### src/rtl/mio_pkg.sv
// mio_pkg -- shared definitions for the memory-interface bus controller.
//   mio_state_e   : controller state encoding (IDLE=0, BUS=1, DONE=2)
//   ALIGN_MASK    : byte-offset bits that must be zero for a word access
//   is_misaligned : true when the low address bits violate ALIGN_MASK
package mio_pkg;

   typedef enum logic [1:0] {
      IDLE = 2'd0,
      BUS  = 2'd1,
      DONE = 2'd2
   } mio_state_e;

   localparam logic [1:0] ALIGN_MASK = 2'b11;

   function automatic logic is_misaligned(input logic [1:0] addr_lo);
      return (addr_lo & ALIGN_MASK) != 2'b00;
   endfunction

endpackage

### src/rtl/mio_timeout_cnt.sv
// mio_timeout_cnt -- bus wait-cycle counter, only built with MIO_TIMEOUT_EN.
//   clk_i    : clock, rising edge
//   rst_ni   : asynchronous active-low reset
//   clr_i    : hold counter at zero (asserted whenever the bus is idle)
//   inc_i    : count one un-acknowledged bus cycle
//   expire_o : this un-acknowledged cycle brings the count to TIMEOUT
module mio_timeout_cnt #(
   parameter int unsigned TIMEOUT = 255
) (
   input  logic clk_i,
   input  logic rst_ni,
   input  logic clr_i,
   input  logic inc_i,
   output logic expire_o
);

   localparam int unsigned CntW = $clog2(TIMEOUT + 1);

   logic [CntW-1:0] cnt_q, cnt_d;

   always_comb begin
      cnt_d = cnt_q;
      if (clr_i) begin
         cnt_d = '0;
      end else if (inc_i) begin
         cnt_d = cnt_q + 1'b1;
      end
   end

   always_ff @(posedge clk_i or negedge rst_ni) begin
      if (!rst_ni) begin
         cnt_q <= '0;
      end else begin
         cnt_q <= cnt_d;
      end
   end

   // Flags the cycle whose increment would reach TIMEOUT, so the controller
   // leaves BUS after exactly TIMEOUT un-acknowledged cycles.
   assign expire_o = inc_i && (cnt_q == CntW'(TIMEOUT - 1));

endmodule

### src/rtl/mio_bus_ctrl.sv
// mio_bus_ctrl -- single-outstanding memory bus controller for the multicycle
// control FSM. Captures a read/write request, runs one bus cycle, returns a
// one-cycle MIO_ready pulse (with err on misalignment or timeout).
//   clk, reset              : clock (rising edge), async active-low reset
//   MemRead, MemWrite       : request strobes from the control FSM (write wins)
//   addr, wdata             : byte address and store data, latched at capture
//   mem_rdata, mem_ack      : bus read data and completion strobe
//   mem_req, mem_we         : bus cycle active / bus cycle is a write
//   mem_addr, mem_wdata     : latched address and store data
//   MIO_ready, err          : completion pulse and coincident error pulse
//   mdr                     : memory data register, loaded by successful reads
// Optional feature: define MIO_TIMEOUT_EN to abort a bus cycle after TIMEOUT
// un-acknowledged cycles.
module mio_bus_ctrl
   import mio_pkg::*;
#(
   parameter int unsigned ADDR_W  = 32,
   parameter int unsigned DATA_W  = 32,
   parameter int unsigned TIMEOUT = 255
) (
   input  logic              clk,
   input  logic              reset,
   input  logic              MemRead,
   input  logic              MemWrite,
   input  logic [ADDR_W-1:0] addr,
   input  logic [DATA_W-1:0] wdata,
   input  logic [DATA_W-1:0] mem_rdata,
   input  logic              mem_ack,
   output logic              mem_req,
   output logic              mem_we,
   output logic [ADDR_W-1:0] mem_addr,
   output logic [DATA_W-1:0] mem_wdata,
   output logic              MIO_ready,
   output logic [DATA_W-1:0] mdr,
   output logic              err
);

   if (TIMEOUT == 0) begin : g_bad_timeout
      $error("mio_bus_ctrl: TIMEOUT must be at least 1");
   end

   mio_state_e        state_q, state_d;
   logic              we_q, we_d;
   logic [ADDR_W-1:0] addr_q, addr_d;
   logic [DATA_W-1:0] wdata_q, wdata_d;
   logic [DATA_W-1:0] mdr_q, mdr_d;
   logic              err_q, err_d;
   logic              tmo_hit;

`ifdef MIO_TIMEOUT_EN
   mio_timeout_cnt #(
      .TIMEOUT (TIMEOUT)
   ) u_tmo (
      .clk_i    (clk),
      .rst_ni   (reset),
      .clr_i    (state_q != BUS),
      .inc_i    ((state_q == BUS) && !mem_ack),
      .expire_o (tmo_hit)
   );
`else
   // No counter: BUS waits for mem_ack indefinitely.
   assign tmo_hit = 1'b0;
`endif

   always_comb begin
      state_d = state_q;
      we_d    = we_q;
      addr_d  = addr_q;
      wdata_d = wdata_q;
      mdr_d   = mdr_q;
      err_d   = err_q;
      unique case (state_q)
         IDLE: begin
            if (MemRead || MemWrite) begin
               we_d    = MemWrite;
               addr_d  = addr;
               wdata_d = wdata;
               // A misaligned request never reaches the bus.
               if (is_misaligned(addr[1:0])) begin
                  err_d   = 1'b1;
                  state_d = DONE;
               end else begin
                  err_d   = 1'b0;
                  state_d = BUS;
               end
            end
         end
         BUS: begin
            // Ack takes priority over a coincident timeout.
            if (mem_ack) begin
               if (!we_q) begin
                  mdr_d = mem_rdata;
               end
               err_d   = 1'b0;
               state_d = DONE;
            end else if (tmo_hit) begin
               err_d   = 1'b1;
               state_d = DONE;
            end
         end
         DONE: begin
            state_d = IDLE;
         end
         default: begin
            state_d = IDLE;
         end
      endcase
   end

   always_ff @(posedge clk or negedge reset) begin
      if (!reset) begin
         state_q <= IDLE;
         we_q    <= 1'b0;
         addr_q  <= '0;
         wdata_q <= '0;
         mdr_q   <= '0;
         err_q   <= 1'b0;
      end else begin
         state_q <= state_d;
         we_q    <= we_d;
         addr_q  <= addr_d;
         wdata_q <= wdata_d;
         mdr_q   <= mdr_d;
         err_q   <= err_d;
      end
   end

   assign mem_req   = (state_q == BUS);
   assign mem_we    = (state_q == BUS) && we_q;
   assign mem_addr  = addr_q;
   assign mem_wdata = wdata_q;
   assign MIO_ready = (state_q == DONE);
   assign err       = (state_q == DONE) && err_q;
   assign mdr       = mdr_q;

endmodule

### config.mk
export PLATFORM = sky130hd
export DESIGN_NAME = mio_bus_ctrl
export DESIGN_NICKNAME = d
export VERILOG_FILES = /design/src/rtl/mio_pkg.sv /design/src/rtl/mio_timeout_cnt.sv /design/src/rtl/mio_bus_ctrl.sv
export SDC_FILE = /design/constraint.sdc
export NUM_CORES = 1
export LEC_CHECK = 0
export ABC_AREA = 1
export CAP_MARGIN = 20
export CORE_ASPECT_RATIO = 0.8
export CORE_MARGIN = 2
export CORE_UTILIZATION = 40
export DETAILED_ROUTE_END_ITERATION = 8
export GPL_TIMING_DRIVEN = 0
export PLACE_DENSITY = 0.8
export SLEW_MARGIN = 20
export SYNTH_ARGS = -nofsm -noshare
export SYNTH_HDL_FRONTEND = slang
export SYNTH_SLANG_ARGS = --single-unit
### constraint.sdc
create_clock -name clk -period 1.73 [get_ports clk]
set_input_delay 0.519 -clock clk [delete_from_list [all_inputs] [get_ports clk]]
set_output_delay 0.519 -clock clk [all_outputs]
set_load 0.02 [all_outputs]
==> impl_metrics.tcl, run 1 <==
set metrics [dict create \
    outcome "finished, final reports clean" \
    drt_via_density 4.82 \
    startpoint_type "flop" \
    dr.pass1.iters 5 \
    endpoint_kind "primary output" \
    floorplan.initialDensity 0.408 \
    grt_start_max_net_pins 54 \
    critPathMaxFanout 4 \
    layout.cell_area.non_filler_sq_um 6590 \
    timing.final.crit_period_ns 1.69 \
    synth_cell_type_count 19 \
    placed_cell_area_sq_um 6350 \
    timing.critical_path.cells "inv_2 -> nand2_4 -> nor2_4 -> buf_6" \
    cpPeakStageDelay_ns 0.41 \
    skew_ns 0.00471 \
    hp-class "input pin to async pin" \
    finish.net_count 769 \
    detailedPlacementHpwl_um 8940 \
    postLayoutSetupSlackWorst_ns 0.0384 \
    gp_routability_congestion 0.831 \
    ir_worst_vdd_v 0.00111 \
    synth.cell_area_sq_um 4140 \
    worst_case_setup_slack_after_placement_ns -0.301 \
    post-route-drc-count 0 \
    slew_headroom 0.688 \
    final-instance-count-excl-fill 813 \
    final_min_period_over_clock_period 0.978 \
    setup_viol 0 \
    slew_at_the_pin_closest_to_its_max_slew_limit_ns 0.468 \
    maxSlewViolCount 0 \
    yosysSeqAreaShare 0.604 \
    ant_nets 0 \
    post_synth_inst_count 449 \
    cts_tree "done" \
    grt_setup_unrepaired "yes" \
    cts_num_sinks 100 \
    max_clock_freq_mhz 591 \
    postSynthNetCount 550 \
    cts.reportedPaths.clkPinSlew_ns 0.07 \
    ctsHtreeMaxLevel 3 \
    final_layout_size_suffix_gt1_frac 0.0996 \
    arrival_time_reported_for_the_critical_path_endpoint_ns 1.17 \
    die_h_um 95.0 \
    final.setup.tns_ns 0 \
    grt_pass1_wl_um 19000 \
    synth.yosys.warnings 0 \
    layout-area-overhead-vs-synth_pct 58.9 \
    worstPathBufferInverterCount 2 \
    fp.coreArea_sq_um 10200 \
    routed-via-count 3917 \
    fp.dieArea_sq_um 11200 \
    static-leakage-power_nw 3.51 \
    antenna_cell_count 0 \
    die_w_um 118 \
    total_power_w 0.0117 \
    wl_per_cell_um 14.9 \
    numPlacedInstances 790 \
    global_route.overflow_total 0 \
    cts_root_buffer "sky130_fd_sc_hd__clkbuf_16" \
    critical_path_required_ns 1.21 \
    vias_in_the_first_global_route 3863 \
    slowest_stage "sky130_fd_sc_hd__dfrtp_1" \
    power_per_cell_area_nw_per_um2 1770 \
    synthesis.area_per_instance_sq_um 9.23 \
    clk_path_buf_depth 2 \
    global_route.usage.total 0.215 \
    antenna_found_initial 0 \
    initialDrtViolationCount 248 \
    hold_violations 0 \
    synth_seq_cells 100 \
    core.rowCount 33 \
    tritoncts_buffer_count 9 \
    critical_path.top_delay_family "flip-flops" \
    wl_um 12100 \
    clk-insertion-delay-late_ns 0.34 \
    pin_count 201 \
    cts_hold_buf 0 \
    max-cap-violations 0 \
    timing.setup.critical_path_class "flop to primary output" \
    io_buffers 200 \
]
cell type report:
type                       count  area [sq um]
clock buffer                  11           243
timing repair buffer         209          1970
buffer                        29           282
tap                          140           175
inverter                      10          50.0
clock inverter                 5          36.3
sequential                   100          2500
multi-input combinational    309          1330
fill                         887          3570
flip-flops by register name, indices dropped and copies added (netlist names):
register and flops:
we_q 1, state_q 2, err_q 1, mem_addr 32, mem_wdata 32, mdr 32
per-stage QoR:
stage,hold WS [ns],util
2_1_floorplan,0.223,-
3_3_place_gp,0.454,0.622
3_5_place_dp,0.458,0.625
4_1_cts,0.123,0.641
5_1_grt,0.148,0.648
6_report,0.119,0.648
power breakdown:
group          leakage [nW]  switching [W]  internal, W
Combinational          2.13        0.00344      0.00221
Sequential             1.23       0.000631      0.00350
Clock                 0.140       0.000862      0.00102
synth_stat cells:
cell	count	area share
sky130_fd_sc_hd__a21oi_1	1	0.0012
sky130_fd_sc_hd__and3_1	1	0.0015
sky130_fd_sc_hd__buf_2	10	0.012
sky130_fd_sc_hd__buf_4	3	0.0054
sky130_fd_sc_hd__buf_6	10	0.027
sky130_fd_sc_hd__buf_8	6	0.022
sky130_fd_sc_hd__clkbuf_8	1	0.0033
sky130_fd_sc_hd__dfrtp_1	100	0.60
sky130_fd_sc_hd__inv_1	8	0.0072
sky130_fd_sc_hd__inv_2	2	0.0018
sky130_fd_sc_hd__nand2_1	195	0.18
sky130_fd_sc_hd__nand2_2	2	0.0030
sky130_fd_sc_hd__nand2_4	1	0.0027
sky130_fd_sc_hd__nand3_1	97	0.12
sky130_fd_sc_hd__nor2_1	6	0.0054
sky130_fd_sc_hd__nor2_2	1	0.0015
sky130_fd_sc_hd__nor2_4	1	0.0027
sky130_fd_sc_hd__o21ai_1	3	0.0036
sky130_fd_sc_hd__o21bai_1	1	0.0018
path summary, 6_finish.rpt:
| kind | from | to | slack [ns] | depth (start not counted) |
|---|---|---|---|---|
| worst min-delay path | reset | mdr[0] | 0.12 | 1 |
| worst min register to register | mem_wdata[29] | mem_wdata[29] | 0.46 | 2 |
| max in group asynchronous | reset | mem_addr[18] | 1.00 | 2 |
| worst max register to register | state_q[0] | mem_wdata[1] | 0.37 | 6 |
| worst max-delay path | state_q[1] | mem_we | 0.04 | 4 |
| min in group clk | mem_wdata[29] | mem_wdata[29] | 0.46 | 2 |
kinds of logic after synthesis:
| group | after synthesis | synth area share |
|---|---|---|
| AOI/OAI and AO/OA | 5 | 0.00664 |
| buffers and inverters | 40 | 0.0788 |
| DFF | 100 | 0.604 |
| and+or+nand+nor | 304 | 0.311 |
routing by layer:
| metal | part of all wire | routed length [um] | global-route usage | vias to the layer above |
|---|---|---|---|---|
| li1 | - | - | - | 1865 |
| met1 | 0.42 | 5080 | 0.264 | 1857 |
| met2 | 0.47 | 5720 | 0.365 | 180 |
| met3 | 0.093 | 1130 | 0.0778 | 15 |
| met4 | 0.014 | 164 | 0.0572 | 0 |
| met5 | 0 | 0 | 0 | - |
cells in the final DEF, fill, tap and decap left out, types with 3 or more instances in the layout:
cell type / count
sky130_fd_sc_hd__buf_8: 6
sky130_fd_sc_hd__inv_1: 8
sky130_fd_sc_hd__nand3_1: 97
sky130_fd_sc_hd__nor2_1: 5
sky130_fd_sc_hd__clkbuf_16: 9
sky130_fd_sc_hd__buf_6: 14
sky130_fd_sc_hd__dlygate4sd2_1: 96
sky130_fd_sc_hd__buf_2: 11
sky130_fd_sc_hd__buf_4: 10
sky130_fd_sc_hd__dfrtp_1: 99
sky130_fd_sc_hd__o21ai_1: 3
sky130_fd_sc_hd__nand2_1: 195
sky130_fd_sc_hd__clkdlybuf4s50_1: 99
timing repair:
action	in CTS	in global routing
buffers inserted	0	8
gates resized for setup	119	7
pin swaps	0	1
endpoints found under the setup margin	100	4
cloned	0	0
(Power assumes the default switching activity.)
==> run 2, diff against run 1 <==
Settings changed: CORE_MARGIN 2 to 3.
==> impl_metrics.tcl, run 2 (synthesis gave the netlist of run 1 again) <==
set metrics [dict create \
    clk_path_buf_depth 2 \
    io_buffers 200 \
    drt_via_density 4.78 \
    most_common_cell_after_layout_fill_and_taps_aside "sky130_fd_sc_hd__nand2_1" \
    power.share.combinational 0.476 \
    cts_hold_buf 0 \
    antenna_cell_count 0 \
    antenna_found_initial 0 \
    endpoint_kind "primary output" \
    clk-insertion-delay-late_ns 0.34 \
    tritoncts_buffer_count 9 \
    placed_cell_area_sq_um 6340 \
    slowest_stage "sky130_fd_sc_hd__dfrtp_1" \
    post-route-drc-count 0 \
    power_per_cell_area_nw_per_um2 1800 \
    timing.final.crit_period_ns 1.70 \
    layout.cell_area.non_filler_sq_um 6550 \
    dr.pass1.iters 4 \
    grt_setup_unrepaired "yes" \
    ctsHtreeMaxLevel 3 \
    cts.reportedPaths.clkPinSlew_ns 0.07 \
    power.share.clock 0.174 \
    seq_power_share 0.350 \
    die_h_um 97.0 \
    slew_headroom 0.669 \
    cts_tree "done" \
    layout-area-overhead-vs-synth_pct 58.1 \
    grt_pass1_wl_um 19700 \
    floorplan.initialDensity 0.421 \
    setup_viol 0 \
    gp_routability_congestion 0.779 \
    final_layout_size_suffix_gt1_frac 0.0915 \
    pin_count 201 \
    critPathMaxFanout 16 \
    skew_ns 0.00867 \
    worstPathBufferInverterCount 3 \
    fp.dieArea_sq_um 11600 \
    hold_violations 0 \
    max_clock_freq_mhz 587 \
    postLayoutSetupSlackWorst_ns 0.0258 \
    startpoint_type "flop" \
    core.rowCount 32 \
    hold_ws_ns 0.124 \
    timing.setup.critical_path_class "flop to primary output" \
    routed-via-count 3841 \
    ir_worst_vdd_v 0.000935 \
    static-leakage-power_nw 3.49 \
    grt_start_max_net_pins 52 \
    critical_path.top_delay_family "flip-flops" \
    maxSlewViolCount 0 \
    arrival_time_reported_for_the_critical_path_endpoint_ns 1.19 \
    finish.net_count 763 \
    path_depth 4 \
    layout.cells.most_common_list "195 x sky130_fd_sc_hd__nand2_1, 99 x sky130_fd_sc_hd__dfrtp_1, 99 x sky130_fd_sc_hd__clkdlybuf4s50_1, 97 x sky130_fd_sc_hd__nand3_1, 96 x sky130_fd_sc_hd__dlygate4sd2_1" \
    power_report.internal_total_w 0.00685 \
    slew_at_the_pin_closest_to_its_max_slew_limit_ns 0.496 \
    global_route.usage.total 0.208 \
    timing.critical_path.cells "inv_2 -> nand2_4 -> inv_8 -> buf_6" \
    layout.filler_cells 835 \
    initialDrtViolationCount 213 \
    detailedPlacementHpwl_um 9070 \
    cts_root_buffer "sky130_fd_sc_hd__clkbuf_16" \
    fp.coreArea_sq_um 9850 \
    final-instance-count-excl-fill 803 \
    p_sw_frac 0.419 \
    numPlacedInstances 786 \
    vias_in_the_first_global_route 3888 \
    wl_um 12100 \
    global_route.overflow_total 0 \
    worst_case_setup_slack_after_placement_ns -0.304 \
    cpPeakStageDelay_ns 0.41 \
    finalCoreUtilization 0.665 \
    outcome "finished, final reports clean" \
    hp-class "input pin to async pin" \
    die_w_um 120 \
    critical_path_required_ns 1.21 \
    r2r.worst_path.cells 5 \
    cts_num_sinks 100 \
    final_min_period_over_clock_period 0.985 \
    wl_per_cell_um 15.1 \
    ant_nets 0 \
    total_switching_power_w 0.00493 \
    max-cap-violations 0 \
]
==> run 2: changes by cell type in the layout (fill, tap and decap cells not counted), sizes merged <==
cell    delta
inv        +3
bufinv     +1
clkbuf     -1
clkinv     -3
buf        -6
==> run 2: timing repair <==
action,CTS,global route
setup buffers,0,2
endpoints found under the setup margin,100,4
gates resized for setup,118,4
==> run 2: layout make-up <==
class	instances	area (sq um)	share of cell area
Clock buffer	10	239	0.0365
Inverter	10	45.0	0.00688
Clock inverter	6	70.1	0.0107
Tap cell	136	170	0.0260
Sequential cell	100	2500	0.382
Timing Repair Buffer	203	1920	0.293
Buffer	29	282	0.0430
Multi-Input combinational cell	309	1320	0.202
==> run 2: layer usage <==
layer / track usage / part of all wire
met5: 0 / 0
met4: 0.0458 / 0.0083
met3: 0.0783 / 0.089
met2: 0.350 / 0.49
met1: 0.257 / 0.42
==> run 2: path summary, 6_finish.rpt <==
kind / startpoint / slack (ns) / endpoint
min in group clk: mem_wdata[5] / 0.46 / mem_wdata[5]
min reg2reg: mem_wdata[5] / 0.46 / mem_wdata[5]
max in group asynchronous: reset / 0.98 / mem_addr[5]
min: reset / 0.12 / mdr[10]
max reg2reg: state_q[0] / 0.47 / mem_wdata[11]
max: state_q[1] / 0.03 / mem_req
==> run 2: through the flow <==
stage / power, W / setup TNS (ns)
5_1_grt: 0.0125 / -0.0509
3_5_place_dp: 0.0106 / -2.55
6_report: 0.0118 / 0
4_1_cts: 0.0119 / -0.00674
3_3_place_gp: 0.0104 / -360.42
2_1_floorplan: 0.00736 / 0
==> run 2: power groups by stage <==
stage / sequential (W) / combinational [W] / clock [W]
6_report: 0.00412 / 0.00561 / 0.00205
2_1_floorplan: 0.00556 / 0.00180 / 0
5_1_grt: 0.00425 / 0.00608 / 0.00222
3_3_place_gp: 0.00413 / 0.00632 / 0
4_1_cts: 0.00412 / 0.00566 / 0.00211
3_5_place_dp: 0.00419 / 0.00645 / 0
==> run 3, diff against run 2 <==
Settings changed: CORE_ASPECT_RATIO 0.8 to 0.9.
==> impl_metrics.tcl, run 3 (synthesis gave the netlist of run 1 again) <==
set metrics [dict create \
    outcome "finished, final reports clean" \
    dr.pass1.iters 4 \
    placed_cell_area_sq_um 6330 \
    global_route.usage.total 0.212 \
    ant_nets 0 \
    cts_num_sinks 100 \
    core.rowCount 34 \
    vias_in_the_first_global_route 3904 \
    wl_per_cell_um 15.5 \
    initialDrtViolationCount 215 \
    detailedPlacementHpwl_um 9320 \
    critical_path.reg2reg.startpoint "state_q[0]" \
    finish.net_count 765 \
    slew_at_the_pin_closest_to_its_max_slew_limit_ns 0.438 \
    post-route-drc-count 0 \
    layout-area-overhead-vs-synth_pct 58.6 \
    grt_setup_unrepaired "yes" \
    final_layout_size_suffix_gt1_frac 0.0957 \
    slowest_stage "sky130_fd_sc_hd__dfrtp_1" \
    cts_root_buffer "sky130_fd_sc_hd__clkbuf_16" \
    max_clock_freq_mhz 595 \
    r2r.worst_path.cells 6 \
    power_per_cell_area_nw_per_um2 1800 \
    fp.coreArea_sq_um 9870 \
    clk_path_buf_depth 2 \
    grt_start_max_net_pins 57 \
    floorplan.initialDensity 0.420 \
    critPathMaxFanout 4 \
    static-leakage-power_nw 3.50 \
    drt_via_density 4.87 \
    layout.cells.most_common_list "195 x sky130_fd_sc_hd__nand2_1, 99 x sky130_fd_sc_hd__dfrtp_1, 99 x sky130_fd_sc_hd__clkdlybuf4s50_1, 97 x sky130_fd_sc_hd__nand3_1, 96 x sky130_fd_sc_hd__dlygate4sd2_1" \
    endpoint_kind "primary output" \
    routed-via-count 3869 \
    slew_headroom 0.708 \
    ctsHtreeMaxLevel 3 \
    gp_routability_congestion 0.879 \
    wl_um 12300 \
    cts.reportedPaths.clkPinSlew_ns 0.07 \
    arrival_time_reported_for_the_critical_path_endpoint_ns 1.16 \
    hp-class "input pin to async pin" \
    die_h_um 103 \
    timing.critical_path.cells "inv_2 -> nand2_4 -> nor2_2 -> buf_6" \
    pin_count 201 \
    die_w_um 113 \
    cts_hold_buf 0 \
    antenna_found_initial 0 \
    antenna_cell_count 0 \
    fp.dieArea_sq_um 11600 \
    r2r_slack_ns 0.37 \
    layout.filler_cells 836 \
    timing.rr.end "mem_wdata[31]" \
    startpoint_type "flop" \
    skew_ns 0.00767 \
    tritoncts_buffer_count 9 \
    final_min_period_over_clock_period 0.972 \
    maxSlewViolCount 0 \
    timing.final.crit_period_ns 1.68 \
    cpPeakStageDelay_ns 0.40 \
    timing.setup.critical_path_class "flop to primary output" \
    finalCoreUtilization 0.666 \
    critical_path_required_ns 1.21 \
    layout.cell_area.non_filler_sq_um 6570 \
    grt_pass1_wl_um 19500 \
    max-cap-violations 0 \
    hold_violations 0 \
    io_buffers 200 \
    cts_tree "done" \
    setup_viol 0 \
    global_route.overflow_total 0 \
    clk-insertion-delay-late_ns 0.33 \
    ir_worst_vdd_v 0.000881 \
    most_common_cell_after_layout_fill_and_taps_aside "sky130_fd_sc_hd__nand2_1" \
]
-- run 3: changes by cell type in the layout (fill, tap and decap cells not counted), sizes merged --
| cell | delta |
|---|---|
| clkbuf | +2 |
| clkinv | +2 |
| buf | +2 |
| inv | -4 |
-- run 3: power by group --
group	switching (W)	internal, W	leakage [nW]	total, W
Sequential	0.000617	0.00350	1.23	0.00412
Clock	0.000867	0.00125	0.159	0.00212
Combinational	0.00344	0.00219	2.11	0.00563
-- run 3: layer usage --
metal,vias up,GRT usage,routed length (um)
li1,1855,-,-
met1,1833,0.248,4880
met2,163,0.373,6080
met3,18,0.0734,1110
met4,0,0.0591,238
met5,-,0,0
-- run 3: through the flow --
stage               power (W)  setup WS [ns]  instances  setup TNS, ns  hold slack [ns]
floorplan             0.00736          0.389        449              0            0.223
global placement       0.0104          -3.55        775        -355.87            0.453
detailed placement     0.0107         -0.284        776          -1.61            0.457
CTS                    0.0120      -0.000977        791      -0.000977            0.123
global route           0.0126       -0.00707        795       -0.00707            0.134
finish                 0.0119         0.0481        795              0            0.111
-- run 3: area by class of cell --
class / count / area [sq um] / area share
clock buffers: 12 / 267 / 0.0405
flip-flops and latches: 100 / 2500 / 0.381
repair buffers: 205 / 1940 / 0.294
well taps: 126 / 158 / 0.0240
inverters: 10 / 50.0 / 0.00761
multi-input cells: 309 / 1320 / 0.201
plain buffers: 29 / 282 / 0.0428
clock inverters: 4 / 56.3 / 0.00856
-- run 3: critical path: cells and delay by family, from the launching register on --
| kind | cells | cell delay, ns |
|---|---|---|
| buffers and inverters | 2 | 0.24 |
| flip-flops | 1 | 0.40 |
| AND/OR/NAND/NOR | 2 | 0.19 |
-- run 3: worst max-delay path by stage --
stage / from / cells past startpoint / to / slack, ns
after floorplan: state_q[1] / 4 / mem_req / 0.39
after global placement: reset / 1 / mem_addr[11] / -3.55
after detailed placement: state_q[1] / 5 / mem_req / -0.28
after CTS: state_q[1] / 4 / mem_req / -0.001
after global routing: state_q[1] / 4 / mem_we / -0.007
final: state_q[1] / 4 / mem_we / 0.05
-- run 3: what timing repair did --
| item | in CTS | in global routing |
|---|---|---|
| pin swaps | 0 | 1 |
| resized for setup | 119 | 6 |
| endpoints found under the setup margin | 100 | 3 |
| buffers inserted | 0 | 4 |
